--- src/rtl/div241_serial_acc.sv ---
// Sequential constant-divisor divider: one CHUNK-bit quotient digit per cycle, MSB first,
// with valid/ready handshakes on the dividend and on the quotient/remainder result.
module div241_serial_acc #(
    parameter int unsigned WIDTH   = 60,
    parameter int unsigned CHUNK   = 8,
    parameter int unsigned DIVISOR = 241,
    parameter int unsigned RW      = 8
) (
    input  logic             clk,
    input  logic             rst,
    input  logic             in_valid,
    output logic             in_ready,
    input  logic [WIDTH-1:0] in_x,
    output logic             out_valid,
    input  logic             out_ready,
    output logic [WIDTH-1:0] out_q,
    output logic [RW-1:0]    out_r,
    output logic             busy
);

    localparam int unsigned NCHUNK = (WIDTH + CHUNK - 1) / CHUNK;
    localparam int unsigned EXTW   = NCHUNK * CHUNK;
    localparam int unsigned VW     = RW + CHUNK;
    localparam int unsigned CW     = (NCHUNK > 1) ? $clog2(NCHUNK) : 1;

    typedef enum logic [1:0] {
        IDLE = 2'd0,
        RUN  = 2'd1,
        DONE = 2'd2
    } state_t;

    state_t            state;
    logic [EXTW-1:0]   sreg;
    logic [RW-1:0]     rem;
    logic [CW-1:0]     cnt;

    logic [VW-1:0]     v;
    logic [CHUNK-1:0]  qd;
    logic [RW-1:0]     rem_nxt;
    logic [EXTW-1:0]   sreg_nxt;

    // One long-division digit step; the dividend bits shift out the top while
    // quotient digits shift in at the bottom of the same register.
    always_comb begin
        v        = {rem, sreg[EXTW-1 -: CHUNK]};
        qd       = CHUNK'(v / VW'(DIVISOR));
        rem_nxt  = RW'(v % VW'(DIVISOR));
        sreg_nxt = (sreg << CHUNK) | EXTW'(qd);
    end

    always_ff @(posedge clk) begin
        if (rst) begin
            state     <= IDLE;
            in_ready  <= 1'b1;
            out_valid <= 1'b0;
            busy      <= 1'b0;
            out_q     <= '0;
            out_r     <= '0;
            sreg      <= '0;
            rem       <= '0;
            cnt       <= '0;
        end else begin
            case (state)
                IDLE: begin
                    if (in_valid && in_ready) begin
                        sreg     <= EXTW'(in_x);
                        rem      <= '0;
                        cnt      <= '0;
                        state    <= RUN;
                        in_ready <= 1'b0;
                        busy     <= 1'b1;
                    end
                end
                RUN: begin
                    sreg <= sreg_nxt;
                    rem  <= rem_nxt;
                    cnt  <= CW'(cnt + 1'b1);
                    if (cnt == CW'(NCHUNK - 1)) begin
                        state     <= DONE;
                        busy      <= 1'b0;
                        out_valid <= 1'b1;
                        out_q     <= sreg_nxt[WIDTH-1:0];
                        out_r     <= rem_nxt;
                    end
                end
                DONE: begin
                    if (out_ready) begin
                        state     <= IDLE;
                        out_valid <= 1'b0;
                        in_ready  <= 1'b1;
                    end
                end
                default: begin
                    state <= IDLE;
                end
            endcase
        end
    end

    // Partial remainder must always be a valid residue.
    always_ff @(posedge clk) begin
        if (!rst) begin
            assert (32'(rem) < DIVISOR);
        end
    end

endmodule

--- config.mk ---
export PLATFORM = sky130hd
export DESIGN_NAME = div241_serial_acc
export DESIGN_NICKNAME = d
export VERILOG_FILES = /design/src/rtl/div241_serial_acc.sv
export SDC_FILE = /design/constraint.sdc
export NUM_CORES = 1
export LEC_CHECK = 0
export ABC_AREA = 1
export CAP_MARGIN = 20
export CORE_MARGIN = 3
export CORE_UTILIZATION = 57
export DETAILED_ROUTE_END_ITERATION = 6
export GPL_ROUTABILITY_DRIVEN = 0
export HOLD_SLACK_MARGIN = 0.05
export PLACE_DENSITY = 0.95
export SLEW_MARGIN = 20
export SYNTH_ARGS = -nofsm -noshare
export SYNTH_HDL_FRONTEND = slang
export SYNTH_SLANG_ARGS = --single-unit
--- constraint.sdc ---
create_clock -name clk -period 9.35 [get_ports clk]
set_input_delay 1.87 -clock clk [delete_from_list [all_inputs] [get_ports clk]]
set_output_delay 1.87 -clock clk [all_outputs]
set_load 0.03 [all_outputs]
==> results.yml, run 1 <==
status:
  status: "completed"
clocking:
  clk_latency_ns: 0.43
  h-tree-depth: 4
  post_cts_buffers: 0
  tritoncts.num_buffers: 17
  cts_num_sinks: 148
  cts_hold_buffers: 0
  ctsLongestPathBuffers: 2
  cts_tree: "done"
  cts_resized: 0
  root_buffer: "clkbuf_16"
  clk_pin_slew_worst_paths_ns: 0.06
sta:
  max_freq_ghz: 0.149
  finalSetupViolCount: 0
  hold_ws_ns: 0.445
  skew_ns: 0.00808
  fin_setup_tns_ns: 0
  hold_viol_final: 0
  rsz0062_at_grt: "false"
  post-route-min-period_ns: 6.72
  finalCritPeriodShare_pct: 71.9
  worst_pin_slew_ns: 1.10
  slew-limit-headroom_pct: 26.2
  slew_viol_final: 0
layout:
  area_delta_synth_final_pct: 25.6
  finish.instance_area_um2: 9970
  layout.nets: 1340
  num_antenna_cells: 0
  drive_gt1_share_pct: 11.0
run:
  drv_cap: 0
placement:
  portBuffers: 134
  postPlaceCellArea_um2: 9330
  dp_hpwl_um: 15800
grt:
  grt-ovfl-total: 0
  grt_pass1_wl_um: 39200
  grt_max_degree: 112
  grt_pass1_vias: 8331
  antenna_found_initial: 0
  track_usage_pct: 31.9
critical_path:
  worstSetupPathType: "reg2reg"
  cp.required_ns: 9.68
  path_delay_family: "simple AND/OR/NAND/NOR gates"
  crit_path_top_delay_cell: "dfxtp_1"
  critPathMaxStageDelay_ns: 0.41
  critPathLaunchType: "flip-flop"
  crit_buf_inv: 2
  cp_common_cell: "nand2_1"
  endpoint_kind: "flip-flop"
  worst-path-max-fanout: 13
  arrival_ns: 7.06
logic_synthesis:
  synth_area_leaders: "dfxtp_1, nand2_1, o21ai_0, a31oi_1, inv_1"
  synth_area_um2: 7940
  synthArstFlopShare_pct: 0
  synth_seq_area_share_pct: 37.3
  ys_types: 40
  synth_ff_type: "dfxtp_1"
  synth-seq-cells: 148
  syn-num-nets: 1233
  synth_edf_count: 0
  synth_cells: 1163
  yosysTopAreaCell: "dfxtp_1"
  synth_top_area_share_pct: 37.3
  synth.avg_cell_area_um2: 6.83
  synth_warnings: 0
pwr:
  powerDensity_nw_per_um2: 247
  vdd_drop_max_mv: 0.151
  finalPower_uw: 2460
  power.leakage_uw: 0.00439
die:
  initial_utilization_pct: 59.0
  die_width_um: 124
  dieHeight_um: 124
  rows: 42
  dieArea_um2: 15400
  pin_count: 135
  core_um2: 13500
drt:
  routed-via-count: 8439
  viasPerCell: 5.78
  postRouteAntennaNets: 0
  wirelength_um: 23800
  drt_iter0_markers: 885
  remaining_drc_errors: 0
  drt-wirelength-per-cell_um: 16.3
  first_pass_iters: 6
worst_hold_path:
  worstHoldPathType: "reg2reg"
## kinds of logic (layout without fill, tap and decap cells)
family          count (synthesis)  after routing  share of synthesized area [%]
compound gates                223            223                           17.5
simple gates                  614            614                           34.9
buf+inv                       160            280                           7.99
fa+ha+maj                       6              6                          0.946
flops                         148            148                           37.3
xor+xnor                       12             12                           1.32
## state kept, by name (all words and copies together), names as in the netlist
name       count
out_valid      1
sreg          64
busy           1
in_ready       1
rem            8
out_q         60
cnt            3
out_r          8
state          2
## cell type report
class | instances | area [um^2]
Fill cell | 966 | 3490
Tap cell | 176 | 220
Timing Repair Buffer | 139 | 1380
Inverter | 109 | 409
Multi-Input combinational cell | 855 | 4360
Clock inverter | 14 | 199
Sequential cell | 148 | 2960
Clock buffer | 18 | 439
## cells in the mapped netlist (all sizes together) (2+ instances only)
cell,instances
ha,6
xnor2,3
nand4,15
o211ai,14
o21ai,85
o21bai,3
a21oi,32
buf,8
nand3b,5
xor2,9
nand3,71
nor2,66
dfxtp,148
clkbuf,42
nand2,454
clkinv,3
a31oi,53
a22o,34
inv,106
a21boi,2
## cell usage in the layout, fill, tap and decap left out, types with 5 or more instances in the layout
cell type and instances:
inv_1 85, nor2_2 12, a22o_1 34, a31oi_1 53, nor2_4 8, xor2_1 9, buf_4 5, nor2_1 46
o211ai_1 13, clkbuf_16 17, nand3_2 6, clkdlybuf4s50_1 134, a21oi_1 32, inv_2 21, nand4_1 14, nand3_1 63
ha_1 6, o21ai_1 12, nand2_1 407, nand2_4 12, nand2_2 35, nand3b_1 5, dfxtp_1 148, o21ai_0 68
## through the flow
| stage | cells | setup slack, ns | util, % |
|---|---|---|---|
| global route | 1459 | 1.94 | 74.1 |
| global placement | 1427 | 3.11 | 69.3 |
| floorplan | 1163 | 3.73 | - |
| finish | 1459 | 2.63 | 74.1 |
| CTS | 1459 | 2.71 | 74.1 |
| detailed placement | 1427 | 2.80 | 69.3 |
## power breakdown
part | switching (uW) | leakage (uW) | total, uW | internal (uW)
Clock | 288 | 0.000305 | 745 | 457
Sequential | 46.8 | 0.00121 | 723 | 676
Combinational | 679 | 0.00288 | 989 | 310
Total | 1010 | 0.00439 | 2460 | 1440
## path summary, 6_finish.rpt
check	slack [ns]	to	from	cells after the start
max	2.63	rem[0]$_SDFFE_PP0P_	rem[5]$_SDFFE_PP0P_	50
min	0.45	out_q[53]$_SDFFE_PP0P_	out_q[53]$_SDFFE_PP0P_	2
max reg2reg	2.63	rem[0]$_SDFFE_PP0P_	rem[5]$_SDFFE_PP0P_	50
min reg2reg	0.45	out_q[53]$_SDFFE_PP0P_	out_q[53]$_SDFFE_PP0P_	2
## worst min-delay path, cell delays in order (launching register included)
cell and delay, ns:
dfxtp_1 0.32, nand2_1 0.05, nand2_1 0.04
## per-layer routing
metal	vias to the layer above	part of all wire [%]	global-route usage [%]
met5	-	0	0
met4	0	3.0	12.7
met3	76	9.7	9.49
met2	424	49	54.0
met1	3915	39	38.0
li1	4024	-	-
Power figures use the tool's default switching activity.
==> run 2, diff against run 1 <==
CORE_UTILIZATION = 54   (was 57)
PLACE_DENSITY = 0.91   (was 0.95)
clock period = 6.35 ns   (was 9.35 ns; I/O delays follow)
==> results.yml, run 2 (synthesized netlist as in run 1, its figures left out) <==
grt:
  grt-ovfl-total: 0
  antenna_found_initial: 0
  grt_pass1_wl_um: 36800
  grt_pass1_vias: 7683
  track_usage_pct: 27.8
  grt_max_degree: 87
layout:
  final_core_util_pct: 79.1
  final_common_cell: "nand2_1"
  n_fill_cell: 857
  final_cell_mix: "nand2_1, dfxtp_1, clkdlybuf4s50_1"
  max_flop_register: "sreg"
  multi_input_area_um2: 5190
  seqCellArea_um2: 2980
  reg.largest.list: "sreg x64, out_q x60"
  layout.nets: 1395
  area_delta_synth_final_pct: 41.0
  drive_gt1_share_pct: 23.6
  num_antenna_cells: 0
  largest_reg_flops: 64
pwr:
  finalPower_uw: 4320
  power.leakage_uw: 0.00492
  powerDensity_nw_per_um2: 386
  vdd_drop_max_mv: 0.231
die:
  rows: 43
  pin_count: 135
  dieHeight_um: 127
  core_um2: 14100
  initial_utilization_pct: 56.1
  dieArea_um2: 16200
  die_width_um: 127
sta:
  hold_viol_final: 0
  rsz0062_at_grt: "true"
  slew_viol_final: 0
  hold_ws_ns: 0.448
  max_freq_ghz: 0.146
  finalCritPeriodShare_pct: 108
  finalSetupViolCount: 18
  worst_pin_slew_ns: 0.995
  fin_ws_ns: -0.484
  skew_ns: 0.0105
  post-route-min-period_ns: 6.83
  slew-limit-headroom_pct: 33.7
drt:
  remaining_drc_errors: 0
  wirelength_um: 29800
  first_pass_iters: 6
  postRouteAntennaNets: 0
  routed-via-count: 9425
  drt-wirelength-per-cell_um: 19.6
  drt_iter0_markers: 1015
  viasPerCell: 6.21
clocking:
  tritoncts.num_buffers: 17
  cts_num_sinks: 148
  root_buffer: "clkbuf_16"
  h-tree-depth: 4
  clk_pin_slew_worst_paths_ns: 0.07
  ctsLongestPathBuffers: 2
  clk_latency_ns: 0.43
  cts_tree: "done"
  cts_hold_buffers: 0
critical_path:
  cp.required_ns: 6.70
  crit_path_top_delay_cell: "dfxtp_4"
  cp_common_cell: "nand2_4"
  worstSetupPathType: "reg2reg"
  worst-path-max-fanout: 10
  critPathLaunchType: "flip-flop"
  arrival_ns: 7.19
  endpoint_kind: "flip-flop"
  critPathMaxStageDelay_ns: 0.42
run:
  drv_cap: 0
status:
  violations: "setup timing"
  status: "complete, but fails checks"
placement:
  portBuffers: 134
  dp_hpwl_um: 15600
worst_hold_path:
  worstHoldPathType: "reg2reg"
## run 2: layer usage
metal  track usage, %  up-vias  share of wire [%]
met1             34.6     4345                 36
met4             8.26        0                7.0
met3             8.32      230                 11
met2             46.6      705                 47
li1                 -     4145                  -
met5                0        -                  0
## run 2: final cells by class
type / instances / area share, %
tap: 180 / 2.01
multi-input combinational: 858 / 46.4
clock buffer: 18 / 3.92
timing repair buffer: 191 / 16.2
clock inverter: 13 / 1.13
inverter: 109 / 3.70
sequential: 148 / 26.6
## run 2: repair_timing
item | 4_1_cts | 5_1_grt
pin swaps | 1 | 94
endpoints found under the setup margin | 15 | 18
buffers inserted | 1 | 47
resized for setup | 7 | 206
cloned | 0 | 3
## run 2: final timing paths
| path | startpoint | to | slack (ns) | depth (start not counted) |
|---|---|---|---|---|
| worst max-delay path | rem[7]$_SDFFE_PP0P_ | rem[7]$_SDFFE_PP0P_ | -0.48 | 48 |
| worst min-delay path | out_q[19]$_SDFFE_PP0P_ | out_q[19]$_SDFFE_PP0P_ | 0.45 | 2 |
| worst max register to register | rem[7]$_SDFFE_PP0P_ | rem[7]$_SDFFE_PP0P_ | -0.48 | 48 |
| worst min register to register | out_q[19]$_SDFFE_PP0P_ | out_q[19]$_SDFFE_PP0P_ | 0.45 | 2 |
## run 2: where the power goes
group | total, uW | leakage (uW) | internal (uW) | switching, uW
Sequential | 1070 | 0.00121 | 997 | 76.1
Clock | 987 | 0.000271 | 553 | 434
Combinational | 2260 | 0.00344 | 783 | 1480
Total | 4320 | 0.00492 | 2330 | 1990
## run 2: metrics by stage
| stage | std cells | TNS, ns | area [um^2] | setup WS (ns) |
|---|---|---|---|---|
| after floorplan | 1163 | 0 | 7940 | 0.729 |
| after global placement | 1435 | 0 | 9360 | 0.150 |
| after detailed placement | 1435 | -0.842 | 9360 | -0.118 |
| after CTS | 1467 | 0 | 9960 | 0.00345 |
| after global routing | 1517 | -11.72 | 11200 | -0.775 |
| final | 1517 | -6.71 | 11200 | -0.484 |
## run 2: worst max-delay path: cells and delay by family, from the launching register on
family	cells	cell delay, ns
fa+ha+maj	1	0.16
flops	1	0.42
simple gates	38	4.64
buf+inv	4	0.46
compound gates	5	1.09
==> run 3, diff against run 2 <==
RECOVER_POWER = 25   (was not set)
==> results of run 3 <==
Same layout as run 2: the final DEF is identical, and so are final timing and power.
